--- src/rtl/mem_arb_if.sv ---
// Request/response and memory-side bus bundle for mem_arb.
// The arbiter uses the slave view; the pipeline/memory environment uses master.
interface mem_arb_if #(
    parameter int unsigned ADDR_W = 16,
    parameter int unsigned DATA_W = 16
);
    logic              i_req;
    logic [ADDR_W-1:0] i_addr;
    logic              i_rdy;
    logic [DATA_W-1:0] i_data;
    logic              i_stall;

    logic              d_re;
    logic              d_we;
    logic [ADDR_W-1:0] d_addr;
    logic [DATA_W-1:0] d_wdata;
    logic              d_rdy;
    logic [DATA_W-1:0] d_rdata;
    logic              d_stall;

    logic [ADDR_W-1:0] m_addr;
    logic              m_re;
    logic              m_we;
    logic [DATA_W-1:0] m_wdata;
    logic [DATA_W-1:0] m_rdata;

    logic              busy;

    modport slave (
        input  i_req, i_addr, d_re, d_we, d_addr, d_wdata, m_rdata,
        output i_rdy, i_data, i_stall, d_rdy, d_rdata, d_stall,
               m_addr, m_re, m_we, m_wdata, busy
    );

    modport master (
        output i_req, i_addr, d_re, d_we, d_addr, d_wdata, m_rdata,
        input  i_rdy, i_data, i_stall, d_rdy, d_rdata, d_stall,
               m_addr, m_re, m_we, m_wdata, busy
    );
endinterface

--- src/rtl/mem_arb.sv ---
// Round-robin arbiter sharing one fixed-latency memory between the
// instruction-fetch and data-access ports; one access in flight at a time.
module mem_arb #(
    parameter int unsigned ADDR_W = 16,
    parameter int unsigned DATA_W = 16,
    parameter int unsigned LAT    = 4
) (
    input  logic     clk,
    input  logic     rst_n,
    mem_arb_if.slave bus
);
    localparam int unsigned CNT_W = 4;
    localparam logic [CNT_W-1:0] CNT_INIT = CNT_W'(LAT - 1);
    localparam logic PORT_I = 1'b0;
    localparam logic PORT_D = 1'b1;

    typedef enum logic [1:0] {
        IDLE = 2'd0,
        BUSY = 2'd1,
        RESP = 2'd2
    } state_e;

    state_e            state_q,   state_d;
    logic [CNT_W-1:0]  cnt_q,     cnt_d;
    logic              last_q,    last_d;
    logic              gnt_q,     gnt_d;
    logic [ADDR_W-1:0] m_addr_q,  m_addr_d;
    logic [DATA_W-1:0] m_wdata_q, m_wdata_d;
    logic              m_re_q,    m_re_d;
    logic              m_we_q,    m_we_d;
    logic              i_rdy_q,   i_rdy_d;
    logic              d_rdy_q,   d_rdy_d;
    logic [DATA_W-1:0] i_data_q,  i_data_d;
    logic [DATA_W-1:0] d_rdata_q, d_rdata_d;

    logic d_req;
    logic win_d;
    logic win_wr;

    // On contention the port that did not win last time is granted.
    always_comb begin
        d_req  = bus.d_re | bus.d_we;
        win_d  = d_req & ~(bus.i_req & (last_q == PORT_D));
        win_wr = win_d & bus.d_we;
    end

    always_ff @(posedge clk) begin
        if (!rst_n) begin
            state_q   <= IDLE;
            cnt_q     <= '0;
            last_q    <= PORT_I;
            gnt_q     <= PORT_I;
            m_addr_q  <= '0;
            m_wdata_q <= '0;
            m_re_q    <= 1'b0;
            m_we_q    <= 1'b0;
            i_rdy_q   <= 1'b0;
            d_rdy_q   <= 1'b0;
            i_data_q  <= '0;
            d_rdata_q <= '0;
        end else begin
            state_q   <= state_d;
            cnt_q     <= cnt_d;
            last_q    <= last_d;
            gnt_q     <= gnt_d;
            m_addr_q  <= m_addr_d;
            m_wdata_q <= m_wdata_d;
            m_re_q    <= m_re_d;
            m_we_q    <= m_we_d;
            i_rdy_q   <= i_rdy_d;
            d_rdy_q   <= d_rdy_d;
            i_data_q  <= i_data_d;
            d_rdata_q <= d_rdata_d;
        end
    end

    always_comb begin
        state_d   = state_q;
        cnt_d     = cnt_q;
        last_d    = last_q;
        gnt_d     = gnt_q;
        m_addr_d  = m_addr_q;
        m_wdata_d = m_wdata_q;
        m_re_d    = m_re_q;
        m_we_d    = m_we_q;
        i_rdy_d   = 1'b0;
        d_rdy_d   = 1'b0;
        i_data_d  = i_data_q;
        d_rdata_d = d_rdata_q;

        unique case (state_q)
            IDLE: begin
                if (bus.i_req | d_req) begin
                    gnt_d     = win_d;
                    last_d    = win_d;
                    m_addr_d  = win_d ? bus.d_addr : bus.i_addr;
                    m_wdata_d = win_d ? bus.d_wdata : '0;
                    m_we_d    = win_wr;
                    m_re_d    = ~win_wr;
                    cnt_d     = CNT_INIT;
                    state_d   = BUSY;
                end
            end
            BUSY: begin
                // Memory data is valid only in the final access cycle.
                if (cnt_q == '0) begin
                    if (m_re_q) begin
                        if (gnt_q == PORT_D) begin
                            d_rdata_d = bus.m_rdata;
                        end else begin
                            i_data_d = bus.m_rdata;
                        end
                    end
                    m_re_d  = 1'b0;
                    m_we_d  = 1'b0;
                    i_rdy_d = (gnt_q == PORT_I);
                    d_rdy_d = (gnt_q == PORT_D);
                    state_d = RESP;
                end else begin
                    cnt_d = cnt_q - CNT_W'(1);
                end
            end
            RESP: begin
                state_d = IDLE;
            end
            default: begin
                state_d = IDLE;
            end
        endcase
    end

    assign bus.m_addr  = m_addr_q;
    assign bus.m_wdata = m_wdata_q;
    assign bus.m_re    = m_re_q;
    assign bus.m_we    = m_we_q;
    assign bus.i_rdy   = i_rdy_q;
    assign bus.d_rdy   = d_rdy_q;
    assign bus.i_data  = i_data_q;
    assign bus.d_rdata = d_rdata_q;
    assign bus.busy    = (state_q != IDLE);

    // Stalls react to the live request so the pipeline freezes in the request cycle.
    assign bus.i_stall = bus.i_req & ~i_rdy_q;
    assign bus.d_stall = d_req & ~d_rdy_q;
endmodule

--- src/flat_wrapper.sv ---
// flat-port wrapper written by rule: the top's interface ports become plain ports
module mem_arb_flat 
#(
    parameter int unsigned ADDR_W = 16,
    parameter int unsigned DATA_W = 16,
    parameter int unsigned LAT    = 4
)
  (clk, rst_n, bus_i_req, bus_i_addr, bus_d_re, bus_d_we, bus_d_addr, bus_d_wdata, bus_m_rdata, bus_i_rdy, bus_i_data, bus_i_stall, bus_d_rdy, bus_d_rdata, bus_d_stall, bus_m_addr, bus_m_re, bus_m_we, bus_m_wdata, bus_busy);
  mem_arb_if #(.ADDR_W(ADDR_W), .DATA_W(DATA_W)) bus_i ();
  input  logic clk;
  input  logic rst_n;
  input wire logic [$bits(bus_i.i_req)-1:0] bus_i_req;
  input wire logic [$bits(bus_i.i_addr)-1:0] bus_i_addr;
  input wire logic [$bits(bus_i.d_re)-1:0] bus_d_re;
  input wire logic [$bits(bus_i.d_we)-1:0] bus_d_we;
  input wire logic [$bits(bus_i.d_addr)-1:0] bus_d_addr;
  input wire logic [$bits(bus_i.d_wdata)-1:0] bus_d_wdata;
  input wire logic [$bits(bus_i.m_rdata)-1:0] bus_m_rdata;
  output wire logic [$bits(bus_i.i_rdy)-1:0] bus_i_rdy;
  output wire logic [$bits(bus_i.i_data)-1:0] bus_i_data;
  output wire logic [$bits(bus_i.i_stall)-1:0] bus_i_stall;
  output wire logic [$bits(bus_i.d_rdy)-1:0] bus_d_rdy;
  output wire logic [$bits(bus_i.d_rdata)-1:0] bus_d_rdata;
  output wire logic [$bits(bus_i.d_stall)-1:0] bus_d_stall;
  output wire logic [$bits(bus_i.m_addr)-1:0] bus_m_addr;
  output wire logic [$bits(bus_i.m_re)-1:0] bus_m_re;
  output wire logic [$bits(bus_i.m_we)-1:0] bus_m_we;
  output wire logic [$bits(bus_i.m_wdata)-1:0] bus_m_wdata;
  output wire logic [$bits(bus_i.busy)-1:0] bus_busy;
  assign bus_i.i_req = bus_i_req;
  assign bus_i.i_addr = bus_i_addr;
  assign bus_i.d_re = bus_d_re;
  assign bus_i.d_we = bus_d_we;
  assign bus_i.d_addr = bus_d_addr;
  assign bus_i.d_wdata = bus_d_wdata;
  assign bus_i.m_rdata = bus_m_rdata;
  assign bus_i_rdy = bus_i.i_rdy;
  assign bus_i_data = bus_i.i_data;
  assign bus_i_stall = bus_i.i_stall;
  assign bus_d_rdy = bus_i.d_rdy;
  assign bus_d_rdata = bus_i.d_rdata;
  assign bus_d_stall = bus_i.d_stall;
  assign bus_m_addr = bus_i.m_addr;
  assign bus_m_re = bus_i.m_re;
  assign bus_m_we = bus_i.m_we;
  assign bus_m_wdata = bus_i.m_wdata;
  assign bus_busy = bus_i.busy;
  mem_arb #(.ADDR_W(ADDR_W), .DATA_W(DATA_W), .LAT(LAT)) u_core (.clk(clk), .rst_n(rst_n), .bus(bus_i));
endmodule
--- config.mk ---
export PLATFORM = sky130hd
export DESIGN_NAME = mem_arb_flat
export DESIGN_NICKNAME = d
export VERILOG_FILES = /design/src/rtl/mem_arb_if.sv /design/src/rtl/mem_arb.sv /design/src/flat_wrapper.sv
export SDC_FILE = /design/constraint.sdc
export NUM_CORES = 1
export LEC_CHECK = 0
export BUFFER_PORTS_ARGS = -buffer_cell sky130_fd_sc_hd__buf_2
export CORE_ASPECT_RATIO = 0.75
export CORE_UTILIZATION = 49
export CTS_CLUSTER_DIAMETER = 80
export DETAILED_ROUTE_END_ITERATION = 12
export PLACE_DENSITY = 0.84
export SLEW_MARGIN = 0
export SYNTH_ARGS = -nofsm -noshare
export SYNTH_HDL_FRONTEND = slang
export SYNTH_SLANG_ARGS = --single-unit
--- constraint.sdc ---
create_clock -name clk -period 2.55 [get_ports clk]
set_input_delay 0.51 -clock clk [delete_from_list [all_inputs] [get_ports clk]]
set_output_delay 0.51 -clock clk [all_outputs]
set_load 0.03 [all_outputs]
==> impl_metrics.yaml <==
detailed_routing:
  viasPerCell: 5.49
  wire_per_inst_um: 14.6
  drt-pass1-iter-count: 5
  remaining_drc_errors: 0
  vias: 2778
  drtAntennaViolNets: 0
  drt-initial-drc-count: 184
  wl_mm: 7.39
placement:
  io_buffer_count: 139
  placed_area_sq_um: 3630
  place_ws_ns: 0.453
  place_congestion: 0.805
  dp_hpwl_mm: 5.23
  dp.cells: 490
pwr:
  internal_power_w: 0.00196
  seq_power_share_pct: 45.9
  power_density_nw_per_um2: 752
  leakagePower_nw: 1.71
  swShare_pct: 32.1
  p_clk_share_pct: 31.5
  vdd_drop_max_mv: 0.501
  combPwrFrac_pct: 22.6
  p_switching_w: 0.000922
synth:
  syn-cell-area_sq_um: 2950
  synth_xor_area_share_pct: 0
  synth_area_leader_cell: "dfxtp_1"
  ys_ff_latch: 75
  synth_area_per_cell_sq_um: 10.1
  yosys_most_used_dff: "dfxtp_1"
  synth-warning-count: 0
  synth_top_family_by_area: "compound AO/OA/AOI/OAI gates"
  synthMuxAreaShare_pct: 5.43
  synth.top_cells.by_area: "dfxtp_1 51%, o21ai_0 5.9%, a21oi_1 5.8%"
  async_flop_share_pct: 0
  synth_edf_count: 0
  syn_nets: 363
  yosys.area_share.simple_pct: 12.2
  yosysTopAreaCellShare_pct: 50.9
  synth_cell_types: 44
  synth-adder-area-share_pct: 0.424
  synthCells: 293
  yosysSeqAreaShare_pct: 50.9
  synth_compound_area_share_pct: 25.2
critical_path:
  required_ns: 2.80
  critPathKind: "reg -> reg"
  r2r_slack_ns: 0.42
  start_kind: "flip-flop"
  cp_data_arrival_time_ns: 2.38
  end_kind: "flip-flop"
  path_max_fanout: 38
clocking:
  cts_buffers: 9
  cts-resized-gates: 0
  clock-sinks: 75
  holdBufCountCts: 0
  clockBufferDepth: 2
  h-tree-depth: 3
  clk_latency_ns: 0.34
  cts_setup_buffers: 0
  root_buffer: "clkbuf_8"
  cts.clk_slew.worst_paths_ns: 0.08
  cts_tree: "built"
global_route:
  grt_pass1_wl_mm: 12.2
  grt_max_degree: 39
  grt_pass1_vias: 2600
  grt_overflow_total: 0
  grt_util_all_layers_pct: 23.9
  antenna_found_initial: 0
floorplanning:
  core-area_sq_um: 5830
  ios: 140
  start_util_pct: 50.7
  die_w_um: 91.6
  dieArea_sq_um: 6340
  die_h_um: 69.2
  row_count: 24
cells_and_area:
  stdcell_count: 506
  register_area_sq_um: 1500
  fill_cells: 493
  antenna_cells: 0
  multi_input_area_sq_um: 1280
  area_delta_synth_final_pct: 29.7
  final_net_count: 493
  fin_util_pct: 65.7
  drive_above_1_share_pct: 38.8
  final_area_sq_um: 3830
sta:
  worstMarginPinSlew_ns: 1.06
  fin_crit_ns: 2.13
  rsz0062_at_grt: "false"
  setup-violations-final: 0
  finalHoldViolCount: 0
  max_freq_mhz: 470
  setup_ws_ns: 0.422
  finalCritPeriodShare_pct: 83.4
  relSlewSlack_pct: 29.0
  maxSlewViolCount: 0
  fin_setup_tns_ns: 0
  skew_ns: 0.00906
run:
  cap_violations: 0
outcome:
  status: "completed"
min_path:
  hold_path.class: "in -> reg"
[routing by layer]
metal  vias to the layer above  share of wire [%]  global-route usage [%]
met5                         -                  0                       0
met4                         0                1.9                    8.82
met2                        94                 50                    41.4
met1                      1318                 42                    28.8
li1                       1350                  -                       -
met3                        16                6.0                    5.81
[worst paths after layout]
kind | from | end | cells after the start
setup / recovery | u_core.cnt_q[0]$_SDFFE_PN0P_ | u_core.bus.m_re$_SDFFE_PN0P_ | 5
hold / removal | bus_d_wdata[8] | u_core.bus.m_wdata[8]$_SDFFE_PN0P_ | 2
setup reg to reg | u_core.cnt_q[0]$_SDFFE_PN0P_ | u_core.bus.m_re$_SDFFE_PN0P_ | 5
hold reg to reg | u_core.bus.m_addr[13]$_SDFFE_PN0P_ | u_core.bus.m_addr[13]$_SDFFE_PN0P_ | 1
[sequential cells by signal, summed over array words and instances (netlist names)]
signal,flops
u_core.bus.m_wdata,16
u_core.state_q,2
u_core.bus.d_rdy,1
u_core.bus.m_addr,16
u_core.gnt_q,1
u_core.bus.i_rdy,1
u_core.bus.m_we,1
u_core.bus.m_re,1
u_core.bus.d_rdata,16
u_core.cnt_q,4
u_core.bus.i_data,16
[cell type report]
| type | instances | share of cell area [%] |
|---|---|---|
| clock buffer | 11 | 3.69 |
| clock inverter | 5 | 1.60 |
| inverter | 5 | 0.490 |
| multi-input combinational | 189 | 33.5 |
| sequential | 75 | 39.2 |
| tap | 78 | 2.55 |
| timing repair buffer | 143 | 19.0 |
[placed cells by master, fill, tap and decap left out, types with 2 or more instances in the layout]
master      instances
o21a_1              2
and2_1              2
nand3_1            34
buf_4               4
buf_2             139
a31oi_1             2
nor3_1              3
a22o_1             16
inv_1               4
clkinvlp_4          3
clkbuf_8           10
nor2_1              3
a21oi_1            34
mux2i_1            16
dfxtp_1            75
o21ai_0            35
o2bb2ai_1          17
nor2b_1             2
nand4b_1            2
nand2_1             2
[critical path, cell delays in order, from the launching register on]
cell	delay [ns]
dfxtp_1	0.40
inv_1	0.06
ha_1	0.25
or3b_1	0.90
o21ai_0	0.18
a211oi_1	0.27
[synth_stat cells, types with 3 or more instances]
cell	n
a21oi_1	34
a22o_1	16
buf_2	4
buf_4	3
buf_6	4
clkbuf_1	7
clkbuf_2	3
dfxtp_1	75
inv_1	4
mux2i_1	16
nand3_1	34
nor2_1	3
nor3_1	3
o21ai_0	35
o2bb2ai_1	17
[power by group through the flow]
stage | Clock [W] | Sequential [W] | Combinational (W)
6_report | 0.000907 | 0.00132 | 0.000651
3_3_place_gp | 0 | 0.00134 | 0.000631
4_1_cts | 0.000933 | 0.00132 | 0.000653
2_1_floorplan | 0 | 0.00148 | 0.000336
3_5_place_dp | 0 | 0.00134 | 0.000651
5_1_grt | 0.000991 | 0.00133 | 0.000703
[cells by family after synthesis]
kind of cell | count (synthesis)
buf+inv | 29
fa+ha+maj | 1
simple gates | 59
compound gates | 113
flops | 75
mux | 16
[per-stage QoR]
step           hold slack (ns)  total power [W]
2_1_floorplan            0.487          0.00182
3_3_place_gp             0.441          0.00197
3_5_place_dp             0.443          0.00200
4_1_cts                  0.369          0.00291
5_1_grt                  0.372          0.00303
6_report                 0.382          0.00288
(Power assumes the default switching activity.)
